==> config.mk <==
export PLATFORM = sky130hd
export DESIGN_NAME = motor_ramp_ctrl
export DESIGN_NICKNAME = d
export VERILOG_FILES = /design/src/rtl/motor_ramp_pkg.sv /design/src/rtl/ramp_tick_gen.sv /design/src/rtl/motor_ramp_ctrl.sv
export SDC_FILE = /design/constraint.sdc
export NUM_CORES = 1
export LEC_CHECK = 0
export ABC_AREA = 1
export BUFFER_PORTS_ARGS = -buffer_cell sky130_fd_sc_hd__clkbuf_2
export CAP_MARGIN = 10
export CORE_ASPECT_RATIO = 1.1
export CORE_MARGIN = 5
export CORE_UTILIZATION = 40
export CTS_CLUSTER_DIAMETER = 40
export DETAILED_ROUTE_END_ITERATION = 6
export PLACE_DENSITY = 0.67
export SLEW_MARGIN = 15
export SYNTH_ARGS = -nofsm -noshare
export SYNTH_HDL_FRONTEND = slang
export SYNTH_SLANG_ARGS = --single-unit
export TNS_END_PERCENT = 10
==> constraint.sdc <==
create_clock -name PCLK -period 5.55 [get_ports PCLK]
set_clock_uncertainty 0.2 [all_clocks]
set_input_delay 0.2775 -clock PCLK [delete_from_list [all_inputs] [get_ports PCLK]]
set_output_delay 0.2775 -clock PCLK [all_outputs]
set_load 0.05 [all_outputs]
==> src/rtl/motor_ramp_pkg.sv <==
// Shared H-bridge codes, FSM encoding and duty helpers for the motor ramp sequencer.
package motor_ramp_pkg;

  localparam logic [3:0] DIR_COAST = 4'b0000;
  localparam logic [3:0] DIR_FWD   = 4'b1010;
  localparam logic [3:0] DIR_REV   = 4'b0101;
  localparam logic [3:0] DIR_LEFT  = 4'b1001;
  localparam logic [3:0] DIR_RIGHT = 4'b0110;

  typedef enum logic [2:0] {
    IDLE = 3'd0,
    RAMP = 3'd1,
    STOP = 3'd2,
    DEAD = 3'd3,
    HOLD = 3'd4
  } state_t;

  function automatic logic is_legal_dir(input logic [3:0] d);
    return d inside {DIR_COAST, DIR_FWD, DIR_REV, DIR_LEFT, DIR_RIGHT};
  endfunction

  // Moves cur toward tgt by at most step, never past it.
  function automatic logic [23:0] step_toward(input logic [23:0] cur, input logic [23:0] tgt,
                                              input logic [23:0] step);
    if (cur < tgt) return (tgt - cur > step) ? cur + step : tgt;
    else           return (cur - tgt > step) ? cur - step : tgt;
  endfunction

endpackage

==> src/rtl/ramp_tick_gen.sv <==
// Free-running prescaler: tick is high for the one PCLK cycle in which the count wraps.
module ramp_tick_gen #(
  parameter int TICK_DIV = 100000
) (
  input  logic PCLK,
  input  logic PRESET,
  output logic tick
);

  localparam int W = (TICK_DIV > 1) ? $clog2(TICK_DIV) : 1;

  logic [W-1:0] cnt_q;

  assign tick = (cnt_q == W'(TICK_DIV - 1));

  // NOTE: sequential state uses non-blocking assignment so every flop samples pre-edge values.
  always_ff @(posedge PCLK or posedge PRESET) begin
    if (PRESET) cnt_q <= '0;
    else        cnt_q <= tick ? '0 : cnt_q + 1'b1;
  end

endmodule

==> src/rtl/motor_ramp_ctrl.sv <==
// Duty/direction sequencer that never reverses the H-bridge under load.
// Optional MOTOR_RAMP_IRQ_EN adds done_irq, pulsed when an accepted command completes.
module motor_ramp_ctrl
  import motor_ramp_pkg::*;
#(
  parameter int PERIOD         = 100000,
  parameter int STEP           = 1000,
  parameter int TICK_DIV       = 100000,
  parameter int DEADTIME_TICKS = 50
) (
  input  logic        PCLK,
  input  logic        PRESET,
  input  logic        cmd_valid,
  output logic        cmd_ready,
  input  logic [3:0]  cmd_dir,
  input  logic [23:0] cmd_duty,
  input  logic        estop,
  output logic [23:0] duty_out,
  output logic [3:0]  motor_out,
  output logic        busy,
  output logic        err,
  output logic [2:0]  state_o
`ifdef MOTOR_RAMP_IRQ_EN
  ,
  output logic        done_irq
`endif
);

  localparam logic [23:0] PERIOD_V  = 24'(PERIOD);
  localparam logic [23:0] STEP_V    = 24'(STEP);
  localparam logic [15:0] DEAD_LAST = 16'(DEADTIME_TICKS - 1);

  state_t      state_q, state_d;
  logic [23:0] duty_q, duty_d, tgt_q, tgt_d, stepped;
  logic [3:0]  motor_q, motor_d, dir_q, dir_d, acc_dir;
  logic [15:0] dead_q, dead_d;
  logic        err_d, err_q, tick, accept, acc_legal;

  ramp_tick_gen #(.TICK_DIV(TICK_DIV)) u_tick (.PCLK(PCLK), .PRESET(PRESET), .tick(tick));

  assign cmd_ready = ((state_q == IDLE) || (state_q == HOLD)) && !estop;
  assign accept    = cmd_valid && cmd_ready;
  assign acc_legal = is_legal_dir(cmd_dir);
  assign acc_dir   = acc_legal ? cmd_dir : DIR_COAST;
  assign busy      = (state_q == RAMP) || (state_q == STOP) || (state_q == DEAD);

  // NOTE: every always_comb output is defaulted first so no path can infer a latch.
  always_comb begin
    state_d = state_q;
    duty_d  = duty_q;
    motor_d = motor_q;
    tgt_d   = tgt_q;
    dir_d   = dir_q;
    dead_d  = dead_q;
    err_d   = 1'b0;
    stepped = step_toward(duty_q, (state_q == STOP) ? 24'd0 : tgt_q, STEP_V);
    if (estop) begin
      state_d = IDLE;
      duty_d  = '0;
      motor_d = DIR_COAST;
    end else begin
      case (state_q)
        IDLE, HOLD: if (accept) begin
          tgt_d = (acc_dir == DIR_COAST) ? 24'd0 : ((cmd_duty > PERIOD_V) ? PERIOD_V : cmd_duty);
          dir_d = acc_dir;
          err_d = !acc_legal;
          if (acc_dir == motor_q) state_d = RAMP;
          else if (duty_q == '0 && motor_q == DIR_COAST) begin
            motor_d = acc_dir;
            state_d = RAMP;
          end else state_d = STOP;
        end
        RAMP: begin
          if (tick) duty_d = stepped;
          if (duty_q == tgt_q || (tick && stepped == tgt_q))
            state_d = (tgt_q == '0 && dir_q == DIR_COAST) ? IDLE : HOLD;
        end
        STOP: begin
          if (tick) duty_d = stepped;
          if (duty_q == '0 || (tick && stepped == '0)) begin
            motor_d = DIR_COAST;
            dead_d  = '0;
            state_d = (dir_q == DIR_COAST) ? IDLE : DEAD;
          end
        end
        DEAD: if (tick) begin
          if (dead_q == DEAD_LAST) begin
            motor_d = dir_q;
            state_d = RAMP;
          end else dead_d = dead_q + 16'd1;
        end
        default: state_d = IDLE;
      endcase
    end
  end

  always_ff @(posedge PCLK or posedge PRESET) begin
    if (PRESET) begin
      state_q <= IDLE;
      duty_q  <= '0;
      motor_q <= DIR_COAST;
      tgt_q   <= '0;
      dir_q   <= DIR_COAST;
      dead_q  <= '0;
      err_q   <= 1'b0;
    end else begin
      state_q <= state_d;
      duty_q  <= duty_d;
      motor_q <= motor_d;
      tgt_q   <= tgt_d;
      dir_q   <= dir_d;
      dead_q  <= dead_d;
      err_q   <= err_d;
    end
  end

  assign duty_out  = duty_q;
  assign motor_out = motor_q;
  assign err       = err_q;
  assign state_o   = state_q;

`ifdef MOTOR_RAMP_IRQ_EN
  // Only busy states can complete a command; estop exits are excluded explicitly.
  logic done_q;
  always_ff @(posedge PCLK or posedge PRESET) begin
    if (PRESET) done_q <= 1'b0;
    else        done_q <= !estop && busy && (state_d == IDLE || state_d == HOLD);
  end
  assign done_irq = done_q;
`endif

endmodule

**Yosys cells after proc, flatten, opt, wreduce, memory -nomap -nowiden**

Index checks and enable logic that the tools add are counted.
Widths: inputs -> output; s select.

- Register bits after elaboration: 93
- Bits in latches: 0
- RAM bits: 0
- ROM bits: 0
- Input port bits: 32
- Output and inout bits: 34
- Memories kept: 0

- Add/subtract/negate cells: 6
- $mul: 0
- Divide/modulo/power cells: 0
- Order comparisons: 4
- Equal/unequal tests: 23
- Shift-type cells: 0
- Multiplexer cells: 37
- Bitwise operators: 1
- Reductions and logical operators: 33

Operator list:

| operator | count |
|---|---|
| $mux 24 | 9 |
| $logic_not 24->1 | 3 |
| $eq 24x24->1 | 2 |
| $gt 24x10->1 const B | 2 |
| $mux 16 | 3 |
| $sub 24x24->24 | 2 |
| $mux 4 | 8 |
| $pmux 16 s2 | 1 |
| $add 24x10->24 const B | 1 |
| $gt 24x17->1 const B | 1 |
| $lt 24x24->1 | 1 |
| $sub 24x10->24 const B | 1 |
| $mux 3 | 7 |
| $add 17x1->17 const B | 1 |
| $eq 17x17->1 const B | 1 |
| $mux 17 | 1 |
| $add 16x1->16 const B | 1 |
| $eq 16x6->1 const B | 1 |
| $logic_not 4->1 | 4 |
| $ne 3x3->1 const B | 4 |
| $pmux 3 s4 | 1 |
| $pmux 4 s3 | 1 |
| $reduce_and 5->1 | 2 |
| $ne 3x2->1 const B | 3 |
| other kinds (22) | 43 |

**Longest topological paths before layout**

- Word-level depth: 12
- Depth in mapped cells: 37

**Modules after synthesis**

Synthesis repeated with hierarchy kept, for this count alone.

- Cell total of the unflattened synthesis: 1779
- Area total of the unflattened synthesis: 10432.5 um^2

By module, submodules not included:

| module | times used | cells an instance | area each (um^2) | sequential area each (um^2) |
|---|---|---|---|---|
| motor_ramp_ctrl | 1 | 1635 | 9455.3 | 1901.8 |
| ramp_tick_gen | 1 | 144 | 977.2 | 425.4 |

**Worst setup path after synthesis**

No wires, ideal clock.

- Path type: register to register
- From: reg state_q[2], in the netlist state_o[2]
- To: reg dead_q[10]
- Library setup time: 0.118 ns
- Data arrival time: 4.396 ns
- Required time: 5.232 ns
- Slack: 0.836 ns
- Cell stages (with the launch flop): 35
- Path buffers: 5
- Cell sequence: dfrtp_1 -> inv_1 -> nand3_4 -> buf_2 -> clkbuf_1 -> nand2_1 -> ha_1 -> buf_2 -> nand2_1 -> nor2_1 -> nand2_1 -> nand2_1 -> nand2_1 -> nand2_1 -> nand2_1 -> nand2_1 -> nand2_1 -> nor2_1 -> nand3_1 -> nor2_4 -> nand2_2 -> buf_2 -> o21ai_1 -> nand2_1 -> nand2_1 -> nand2_1 -> nor2_1 -> nand2_1 -> nor2_1 -> nand2_1 -> nand2_4 -> nand4_4 -> buf_6 -> nand2_1 -> o21ai_2

- Word-level cells in the longest chain between the ends: 11
- Elaborated cells between the ends (all ways): 20

RTL lines:

| element | RTL line | source |
|---|---|---|
| start: declaration | motor_ramp_ctrl.sv:33 | `state_t state_q, state_d;` |
| start signal: assignment | motor_ramp_ctrl.sv:107 | `state_q <= state_d;` |
| $eq 3x2->1 | motor_ramp_ctrl.sv:56, motor_ramp_ctrl.sv:62 |  |
| $mux 24 | motor_ramp_ctrl.sv:56 | `stepped = step_toward(duty_q, (state_q == STOP) ? 24'd0 : tgt_q, STEP_V);` |
| $sub 24x24->24, on equally long branches | motor_ramp_pkg.sv:26, motor_ramp_pkg.sv:25 |  |
| $gt 24x10->1, on equally long branches | motor_ramp_pkg.sv:26, motor_ramp_pkg.sv:25 |  |
| $mux 24, on equally long branches | motor_ramp_pkg.sv:26, motor_ramp_pkg.sv:25 |  |
| $mux 24 | motor_ramp_pkg.sv:25 | `if (cur < tgt) return (tgt - cur > step) ? cur + step : tgt;` |
| $logic_not 24->1 | motor_ramp_ctrl.sv:80 | `if (duty_q == '0 \|\| (tick && stepped == '0)) begin` |
| $logic_and 1x1->1 | motor_ramp_ctrl.sv:80 |  |
| $logic_or 1x1->1 | motor_ramp_ctrl.sv:80 |  |
| $ne 2x1->1 (no source line) | n/a |  |
| $reduce_and 5->1 (no source line) | n/a |  |
| end signal: assignment | motor_ramp_ctrl.sv:104 | `dead_q <= '0;` |
| end signal: assignment | motor_ramp_ctrl.sv:112 | `dead_q <= dead_d;` |
| end: declaration | motor_ramp_ctrl.sv:36 | `logic [15:0] dead_q, dead_d;` |

Parallel ways exist; a longest one is shown, timed or not.
A chain may end at the register's enable or synchronous reset.

**Final worst setup path**

- From: reg state_q[2], in the netlist state_o[2]
- To: reg motor_q[3], in the netlist motor_out[3]

- Word-level cells in the longest chain between the ends: 11
- Elaborated cells between the ends (all ways): 30

RTL lines:

| element | RTL line | source |
|---|---|---|
| $eq 3x2->1 | motor_ramp_ctrl.sv:56, motor_ramp_ctrl.sv:62 |  |
| $mux 24 | motor_ramp_ctrl.sv:56 |  |
| $sub 24x24->24, on equally long branches | motor_ramp_pkg.sv:26, motor_ramp_pkg.sv:25 |  |
| $gt 24x10->1, on equally long branches | motor_ramp_pkg.sv:26, motor_ramp_pkg.sv:25 |  |
| $mux 24, on equally long branches | motor_ramp_pkg.sv:26, motor_ramp_pkg.sv:25 |  |
| $mux 24 | motor_ramp_pkg.sv:25 |  |
| $logic_not 24->1 | motor_ramp_ctrl.sv:80 |  |
| $logic_and 1x1->1 | motor_ramp_ctrl.sv:80 |  |
| $logic_or 1x1->1 | motor_ramp_ctrl.sv:80 |  |
| $ne 3x2->1 (no source line) | n/a |  |
| $reduce_and 7->1 (no source line) | n/a |  |
| end signal: assignment | motor_ramp_ctrl.sv:109 | `motor_q <= motor_d;` |
| end: declaration | motor_ramp_ctrl.sv:35 | `logic [3:0] motor_q, motor_d, dir_q, dir_d, acc_dir;` |

Parallel ways exist; a longest one is shown, timed or not.

==> impl_metrics.py <==
metrics = {
    "timing": {
        "tightest_slew_ns": 1.02,
        "fmax_ghz": 0.190,
        "drv_slew": 0,
        "fin_setup_tns_ns": 0,
        "fin_crit_ns": 5.27,
        "rsz0062_at_grt": "false",
        "setup_violations": 0,
        "hold_viol": 0,
        "period_share_pct": 95.0,
        "slew_headroom_pct": 31.6,
    },
    "critical_path": {
        "cpMostUsedCell": "nand2_1",
        "rr_endpoint": "motor_out[3]$_DFFE_PP0P_",
        "regToRegStartpoint": "state_o[2]$_DFFE_PP0P_",
        "required_ns": 5.59,
        "path_class": "register to register",
        "start_kind": "register",
        "reg2reg_slack_ns": 0.28,
        "slowest_delay_ns": 0.44,
        "crit_end": "motor_out[3]$_DFFE_PP0P_",
        "reg2reg_depth": 29,
        "worstSetupEndpointType": "register",
        "cp_slowest_cell": "dfrtp_1",
        "cp.arrival_ns": 5.31,
        "critPathLaunch": "state_o[2]$_DFFE_PP0P_",
        "cp_max_fo": 27,
    },
    "cts": {
        "h-tree-depth": 3,
        "clkLatencyLatePin_ns": 0.35,
        "clkSinkCount": 93,
        "clkTransAtPathRegs_ns": 0.07,
        "cts_root_buf": "clkbuf_16",
        "cts_buffer_depth": 2,
        "cts-buffers-inserted": 9,
        "cts_tree": "done",
    },
    "finish": {
        "area_growth_pct": 11.5,
        "regArea_mm2": 0.00233,
        "stdcell_count": 2161,
        "final_nets": 1887,
        "multi_input_area_mm2": 0.00696,
        "antenna_cells": 0,
        "layout-drive-gt1-share_pct": 10.1,
        "num-fill-cells": 2745,
    },
    "detailed_routing": {
        "vias_per_cell": 5.53,
        "remaining_drc_errors": 0,
        "vias": 11958,
        "wl_mm": 38.2,
        "drt_first_pass_iters": 7,
        "routedWlPerCell_um": 17.7,
        "first_iter_violations": 1229,
        "ant_nets": 0,
    },
    "logic_synthesis": {
        "synth_flop_cell": "dfrtp_1",
        "synth_fp_nets": 1821,
        "ys_ff_latch": 93,
        "synthTopCellsByArea": "dfrtp_1 22%, nand2_1 20%, nand3_1 11%",
        "synth-edff-count": 0,
        "ys_top_cells_by_count": "540 x nand2_1, 237 x inv_1, 224 x nand3_1",
        "yosys.area_share.simple_pct": 44.9,
        "ys_types": 55,
        "synth.avg_cell_area_um2": 5.96,
        "yosysMostFrequentCell": "nand2_1",
        "synthCells": 1744,
        "synth.top_cell.area_share_pct": 22.4,
        "synth_top_family_by_area": "simple AND/OR/NAND/NOR gates",
        "synth.area.mux_share_pct": 0,
        "synth_area_mm2": 0.0104,
        "synth_xor_area_share_pct": 4.80,
        "synth-compound-area-share_pct": 11.2,
        "ys_seq_area_share_pct": 22.4,
        "async_flop_share_pct": 100,
        "synthAdderAreaFrac_pct": 5.42,
        "yosys.area.top_type": "dfrtp_1",
        "ys_warn_count": 0,
    },
    "die": {
        "num_rows": 61,
        "start_util_pct": 40.9,
        "core_area_mm2": 0.0254,
        "die_y_um": 179,
        "pin_count": 66,
        "fp.dieW_um": 164,
        "die_area_mm2": 0.0293,
    },
    "run_status": {
        "status": "completed",
    },
    "placed_design": {
        "dp_hpwl_mm": 30.1,
        "dpl.cell_count": 2138,
        "routabilityCongestion": 1.01,
        "port_buffers": 65,
    },
    "global_route": {
        "antenna_found_initial": 0,
        "grt_pass1_wl_mm": 60.4,
        "gr-usage-all-layers_pct": 25.7,
        "grt-ovfl-total": 0,
        "grt_start_max_net_pins": 60,
        "grt_pass1_vias": 11300,
    },
    "power_and_ir_drop": {
        "p_leak_nw": 6.41,
        "powerDensity_mw_per_mm2": 414,
        "ir_drop_mv": 0.247,
    },
    "job": {
        "drv_cap": 0,
    },
    "hold_path": {
        "hold_class": "primary input to register",
    },
}
-- report_power, final --
part           total [mW]  switching, mW  internal (mW)
Sequential          0.819         0.0839          0.735
Clock               0.668          0.306          0.362
Combinational        3.32           2.31           1.01
Total                4.80           2.70           2.10
-- layer usage --
| layer | global-route usage (%) | share of wire, % | vias up |
|---|---|---|---|
| met5 | 0 | 0 | - |
| met3 | 3.04 | 9.4 | 112 |
| li1 | - | - | 5791 |
| met1 | 36.3 | 43 | 5430 |
| met2 | 40.0 | 43 | 625 |
| met4 | 10.3 | 4.5 | 0 |
-- cell type report --
cell class,instances,area share (%)
multi-input cells,1356,60.0
well taps,346,3.74
flip-flops and latches,93,20.1
inverters,253,8.24
clock inverters,7,0.799
repair buffers,97,5.14
clock buffers,9,1.94
-- critical path: cells and delay by family (launching register included) --
| kind | cells | cell delay [ns] |
|---|---|---|
| and+or+nand+nor | 21 | 2.69 |
| AOI/OAI and AO/OA | 5 | 1.11 |
| DFF | 1 | 0.44 |
| adders and majority gates | 1 | 0.39 |
| buffers and inverters | 2 | 0.31 |
-- per-stage QoR --
step	setup slack (ns)	utilization, %	power, mW	cell area [µm²]	hold WS, ns
after global placement	0.222	43.9	4.02	11200	0.114
after floorplan	0.836	-	3.19	10400	0.233
final	0.278	45.6	4.80	11600	0.00502
after CTS	0.218	45.2	4.69	11500	0.000611
after global routing	0.0230	45.6	5.21	11600	0.0203
after detailed placement	0.243	43.9	4.00	11200	0.122
-- cell usage in the layout, fill, tap and decap left out, drive strengths merged, types with 2 or more instances in the layout --
cell type    count
a2111oi          3
a211oi           2
a21boi           4
a21oi           49
a31oi            3
buf             30
clkbuf          74
clkinv          11
dfrtp           93
dlygate4sd3      2
ha              45
inv            248
nand2          551
nand3          230
nand3b           6
nand4           33
nor2           192
nor3            20
nor4            22
o2111ai          3
o211ai           5
o21ai           59
o21bai           7
o22ai           34
o31ai            3
o32ai            8
or2             10
xnor2            7
xor2            50
-- kinds of logic (layout without fill, tap and decap cells) --
| logic type | Yosys count | in the layout |
|---|---|---|
| adder cells (fa/ha/maj) | 45 | 45 |
| AO/OA/AOI/OAI | 186 | 186 |
| buffers and inverters | 297 | 366 |
| XOR/XNOR | 57 | 57 |
| flip-flops | 93 | 93 |
| AND/OR/NAND/NOR | 1066 | 1068 |
-- worst min-delay path by stage --
stage | from | endpoint | slack (ns) | depth (start not counted)
after global routing | cmd_duty[1] | tgt_q[1]$_DFFE_PP0P_ | 0.02 | 3
after global placement | PRESET | tgt_q[15]$_DFFE_PP0P_ | 0.11 | 2
final | cmd_duty[13] | tgt_q[13]$_DFFE_PP0P_ | 0.005 | 3
after floorplan | u_tick.cnt_q[0]$_DFF_PP0_ | u_tick.cnt_q[0]$_DFF_PP0_ | 0.23 | 1
after detailed placement | PRESET | tgt_q[15]$_DFFE_PP0P_ | 0.12 | 2
after CTS | cmd_duty[6] | tgt_q[6]$_DFFE_PP0P_ | 0.0006 | 3
-- state kept, by name, indices dropped and copies added (netlist names) --
name,count
u_tick.cnt_q,17
state_o,3
tgt_q,24
motor_out,4
err,1
dead_q,16
dir_q,4
duty_out,24
-- timing repair --
item	CTS	global route
hold buffers	2	0
hold endpoints to repair	35	0
buffers inserted	0	3
resized for setup	0	14
setup endpoints to repair	0	23
No activity file was read; power rests on OpenSTA's default activity.
